==> src/rtl/min_uint32_serial.sv <==
// rtl/min_uint32_serial.sv - bit-serial MSB-first unsigned minimum with valid/ready handshakes
// Optional MIN_SERIAL_EARLY_EXIT_EN: finish as soon as the first differing bit decides the result.
module min_uint32_serial #(
  parameter int WIDTH = 32
) (
  input  logic             clk,
  input  logic             rst_n,
  input  logic             in_valid,
  output logic             in_ready,
  input  logic [WIDTH-1:0] A,
  input  logic [WIDTH-1:0] B,
  output logic             out_valid,
  input  logic             out_ready,
  output logic [WIDTH-1:0] Y,
  output logic             a_lt_b,
  output logic             a_eq_b
);

  localparam int IW = (WIDTH > 1) ? $clog2(WIDTH) : 1;

  localparam logic [1:0] S_IDLE = 2'd0;
  localparam logic [1:0] S_CMP  = 2'd1;
  localparam logic [1:0] S_DONE = 2'd2;

  logic [1:0]       state;
  logic [WIDTH-1:0] a_r;
  logic [WIDTH-1:0] b_r;
  logic [IW-1:0]    idx;
  logic             decided;
  logic             lt;

  logic bit_a;
  logic bit_b;
  logic bit_diff;
  logic decided_next;
  logic lt_next;
  logic finish;

  // The first differing bit (MSB-first) fixes the ordering; later bits are ignored.
  always_comb begin
    bit_a        = a_r[idx];
    bit_b        = b_r[idx];
    bit_diff     = bit_a ^ bit_b;
    decided_next = decided | bit_diff;
    lt_next      = decided ? lt : (bit_diff & bit_b);
`ifdef MIN_SERIAL_EARLY_EXIT_EN
    finish       = (idx == '0) || (!decided && bit_diff);
`else
    finish       = (idx == '0);
`endif
  end

  assign in_ready  = (state == S_IDLE);
  assign out_valid = (state == S_DONE);

  always_ff @(posedge clk or negedge rst_n) begin
    if (!rst_n) begin
      state   <= S_IDLE;
      a_r     <= '0;
      b_r     <= '0;
      idx     <= '0;
      decided <= 1'b0;
      lt      <= 1'b0;
      Y       <= '0;
      a_lt_b  <= 1'b0;
      a_eq_b  <= 1'b0;
    end else begin
      case (state)
        S_IDLE: begin
          if (in_valid) begin
            a_r     <= A;
            b_r     <= B;
            idx     <= IW'(WIDTH - 1);
            decided <= 1'b0;
            lt      <= 1'b0;
            state   <= S_CMP;
          end
        end
        S_CMP: begin
          decided <= decided_next;
          lt      <= lt_next;
          idx     <= idx - 1'b1;
          if (finish) begin
            Y      <= lt_next ? a_r : b_r;
            a_lt_b <= lt_next;
            a_eq_b <= !decided_next;
            state  <= S_DONE;
          end
        end
        S_DONE: begin
          if (out_ready) begin
            state <= S_IDLE;
          end
        end
        default: state <= S_IDLE;
      endcase
    end
  end

endmodule

==> config.mk <==
export PLATFORM = sky130hd
export DESIGN_NAME = min_uint32_serial
export DESIGN_NICKNAME = d
export VERILOG_FILES = /design/src/rtl/min_uint32_serial.sv
export SDC_FILE = /design/constraint.sdc
export NUM_CORES = 1
export LEC_CHECK = 0
export CAP_MARGIN = 20
export CORE_MARGIN = 1.5
export CORE_UTILIZATION = 40
export DETAILED_ROUTE_END_ITERATION = 10
export PLACE_DENSITY = 0.77
export SLEW_MARGIN = 20
export SYNTH_ARGS = -nofsm -noshare
export SYNTH_HDL_FRONTEND = slang
export SYNTH_SLANG_ARGS = --single-unit
==> constraint.sdc <==
create_clock -name clk -period 3.6 [get_ports clk]
set_clock_uncertainty 0.1 [all_clocks]
set_input_delay 0.9 -clock clk [delete_from_list [all_inputs] [get_ports clk]]
set_output_delay 0.9 -clock clk [all_outputs]
set_load 0.01 [all_outputs]
==> parameters.txt <==
Parameter                              Value

Outcome
  Run status ... finished clean

Die
  Die footprint ... about 13000 sq um
  I/O pins ... between 100 and 150
  Core ar. ... approximately 12000 sq um
  Initial cell density of the core ... ~41%
  Die height ... between 100 and 150 microns
  Horizontal extent of the die ... about 120 microns
  Site Rows ... 40

Place
  RD Place Congestion ... around 0.8
  Placed wire-length estimate after detailed placement ... around 8800 microns
  Number of input and output port buffers inserted ... about 100

Synth
  Syn_nets ... between 600 and 700
  Cell with the most instances after synthesis ... nand2_1
  Top cell type's share of synthesized area ... 53.3%
  Share of flip-flops with an asynchronous set or reset after synthesis ... 100%
  Avg Cell Area, Syn ... between 9 and 10 sq um
  Number of unique standard cell types used by synthesis ... 31
  Sequential cell area fraction in the yosys report ... between 50% and 60%
  Yosys warns ... 0
  Number of enable-type register cells in the synthesized netlist ... 0
  Library cell with the largest summed area after synthesis ... dfrtp_1
  Commonest cells in the synthesized netlist ... nand2_1, dfrtp_1, mux2i_1
  Register bit total from synthesis ... 107
  Area of the mapped netlist ... 5020 sq um
  Area contributors post-synth ... dfrtp_1, nand2_1, mux2i_1
  Cell count after synthesis ... ~530
  Most used flip-flop cell after synthesis ... dfrtp_1

Power and ir drop
  Cell area power density ... between 800 and 900 nW/um^2
  Pleak ... between 3 and 4 nW
  Maximum VDD drop ... 0.424 mV

Timing
  Worst Max-Slew Pin Slew ... approximately 0.86 ns
  Total count of hold-check failures in the final report ... 0
  Share of the clock period used by the worst path ... 87.0%
  Period minus WS final ... between 3 and 4 ns
  Number of max-slew violations in the final report ... 0
  Final-layout setup total negative slack ... 0 ns
  Final setup violating endpoints ... 0
  RSZ-0062 raised after global routing ... no
  Final worst hold slack ... about 0.39 ns
  Maximum clock frequency ... about 0.32 GHz
  Worst-case headroom to the max-slew limit ... between 40% and 50%

Worst setup path
  Worst setup SP type ... flip-flop
  Cell breakdown of the critical path ... nor2b_1, a22oi_1, and4b_1, a31oi_1, nand3_1, ha_1, mux2i_4, buf_4, mux2i_1, o21ai_1
  Max stage delay on crit path ... about 0.56 ns
  Required time at the endpoint of the critical path ... ~3.7 ns
  Critical path capture point type ... flip-flop
  Start-to-end type of the worst setup path ... flip-flop to flip-flop
  CP Launch Point ... idx[0]$_DFFE_PN0P_
  Maximum fanout encountered on the critical timing path ... 19
  Start of the worst register-to-register path ... idx[0]$_DFFE_PN0P_
  Cell with the largest stage delay on the worst path ... nor2b_1
  CP Data Arrival Time ... 3.25 ns

Route
  Drt wl/cell ... 15.5 microns
  Routed WL ... approximately 12000 microns
  Initial DRC count ... roughly 330
  Via count normalized by instance count ... 4.97
  Post-route ant nets ... 0
  Number of vias in the routed layout ... slightly below 4k
  Pre-Repair DR Iteration Count ... 4
  Drt drc ... 0

Global route
  Total grt overflow ... 0
  Pin count of the biggest net entering global routing ... just over 50
  Number of global-route vias before repair ... between 4k and 5k
  Initial antenna violation count ... 0
  All-layer global routing usage ... roughly a fifth
  First-pass GRT wire length ... between 20000 and 25000 microns

Layout
  # nets final ... approximately 700
  Area growth from synthesis to layout ... 28.8%
  Core Util, Final ... between 50% and 60%
  Share of final-layout standard cells stronger than drive strength 1 ... roughly 5.6%
  Diode count ... 0

Flow run
  MaxCap Viol Count ... 0

CTS
  Htree depth ... 3
  Library cell used as clock root buffer ... clkbuf_16
  Clock tree from TritonCTS ... done
  Worst-skew pair later-pin latency ... roughly 0.34 ns
  TritonCTS Sinks ... ~110
  Clock-pin transition on the worst setup and hold timing paths ... 0.07 ns
  Hold-fix buffers at CTS ... 0
  CTS Buf Count ... 9
  Resize count post-CTS ... 0
  CTS Buffer Depth ... 2
  Number of setup buffers added after CTS ... 0

Worst hold path
  Hold WC Path Type ... flip-flop to flip-flop
  Launch point of the worst hold path ... Y[16]$_DFFE_PN0P_
cells in the final DEF (no fill, tap or decap), drive strengths merged, types with 2 or more instances in the layout:
cell             n
a21oi            2
a22oi           16
a31oi            3
and2             2
and4b            2
buf             12
bufinv           2
clkbuf          10
clkdlybuf4s50  102
dfrtp          107
ha               3
inv              5
mux2i           66
nand2          228
nand2b           4
nand3            3
nand4            2
nand4b           2
nor2             7
nor2b            3
nor3             3
o21ai           39
worst max-delay path, delay by kind of cell (launching register included):
kind / cells / cell delay (ns)
adder cells (fa/ha/maj): 1 / 0.26
AO/OA/AOI/OAI: 3 / 0.47
AND/OR/NAND/NOR: 3 / 0.94
flip-flops: 1 / 0.45
buffers and inverters: 1 / 0.36
multiplexers: 2 / 0.42
path summary, 6_finish.rpt:
check	to	slack (ns)	cells after the start
max	Y[13]$_DFFE_PN0P_	0.47	10
min	Y[16]$_DFFE_PN0P_	0.39	2
max reg2reg	Y[13]$_DFFE_PN0P_	0.47	10
min reg2reg	Y[16]$_DFFE_PN0P_	0.39	2
max in group asynchronous	Y[15]$_DFFE_PN0P_	2.19	2
min in group asynchronous	b_r[4]$_DFFE_PN0P_	0.48	1
area by class of cell:
cell class              instances  area [sq um]
flip-flops and latches        107          2680
inverters                       3          11.3
fillers                      1123          5640
well taps                     168           210
multi-input cells             389          2110
repair buffers                114          1120
clock buffers                  10           239
clock inverters                 6          93.8
cells by family after synthesis:
| logic type | Yosys count | share of synthesized area [%] |
|---|---|---|
| AOI/OAI and AO/OA | 62 | 7.25 |
| adders and majority gates | 3 | 0.747 |
| muxes | 66 | 13.4 |
| DFF | 107 | 53.3 |
| and+or+nand+nor | 258 | 20.5 |
| buffers and inverters | 38 | 4.78 |
power breakdown:
part	total, W	switching (W)	internal [W]
Sequential	0.00229	0.000529	0.00176
Clock	0.00109	0.000453	0.000635
Combinational	0.00236	0.00119	0.00118
flip-flops by register name, summed over array words and instances, names as in the netlist:
register / count
Y: 32
a_eq_b: 1
a_lt_b: 1
a_r: 32
b_r: 32
decided: 1
idx: 5
lt: 1
state: 2
routing by layer:
layer	wire length [microns]	vias to the layer above	global-route usage [%]
met2	6110	106	33.4
met5	0	-	0
met4	93	0	4.86
li1	-	1936	-
met1	5480	1908	25.2
met3	669	11	3.74
through the flow:
step                      setup WS (ns)  total power, W  instances  cell area (sq um)
final                             0.467         0.00575        797               6470
after global routing              0.251         0.00614        797               6470
after floorplan                    1.16         0.00377        534               5020
after global placement            0.752         0.00455        781               6140
after detailed placement          0.489         0.00467        781               6140
after CTS                         0.465         0.00578        797               6470
(Power assumes the default switching activity.)
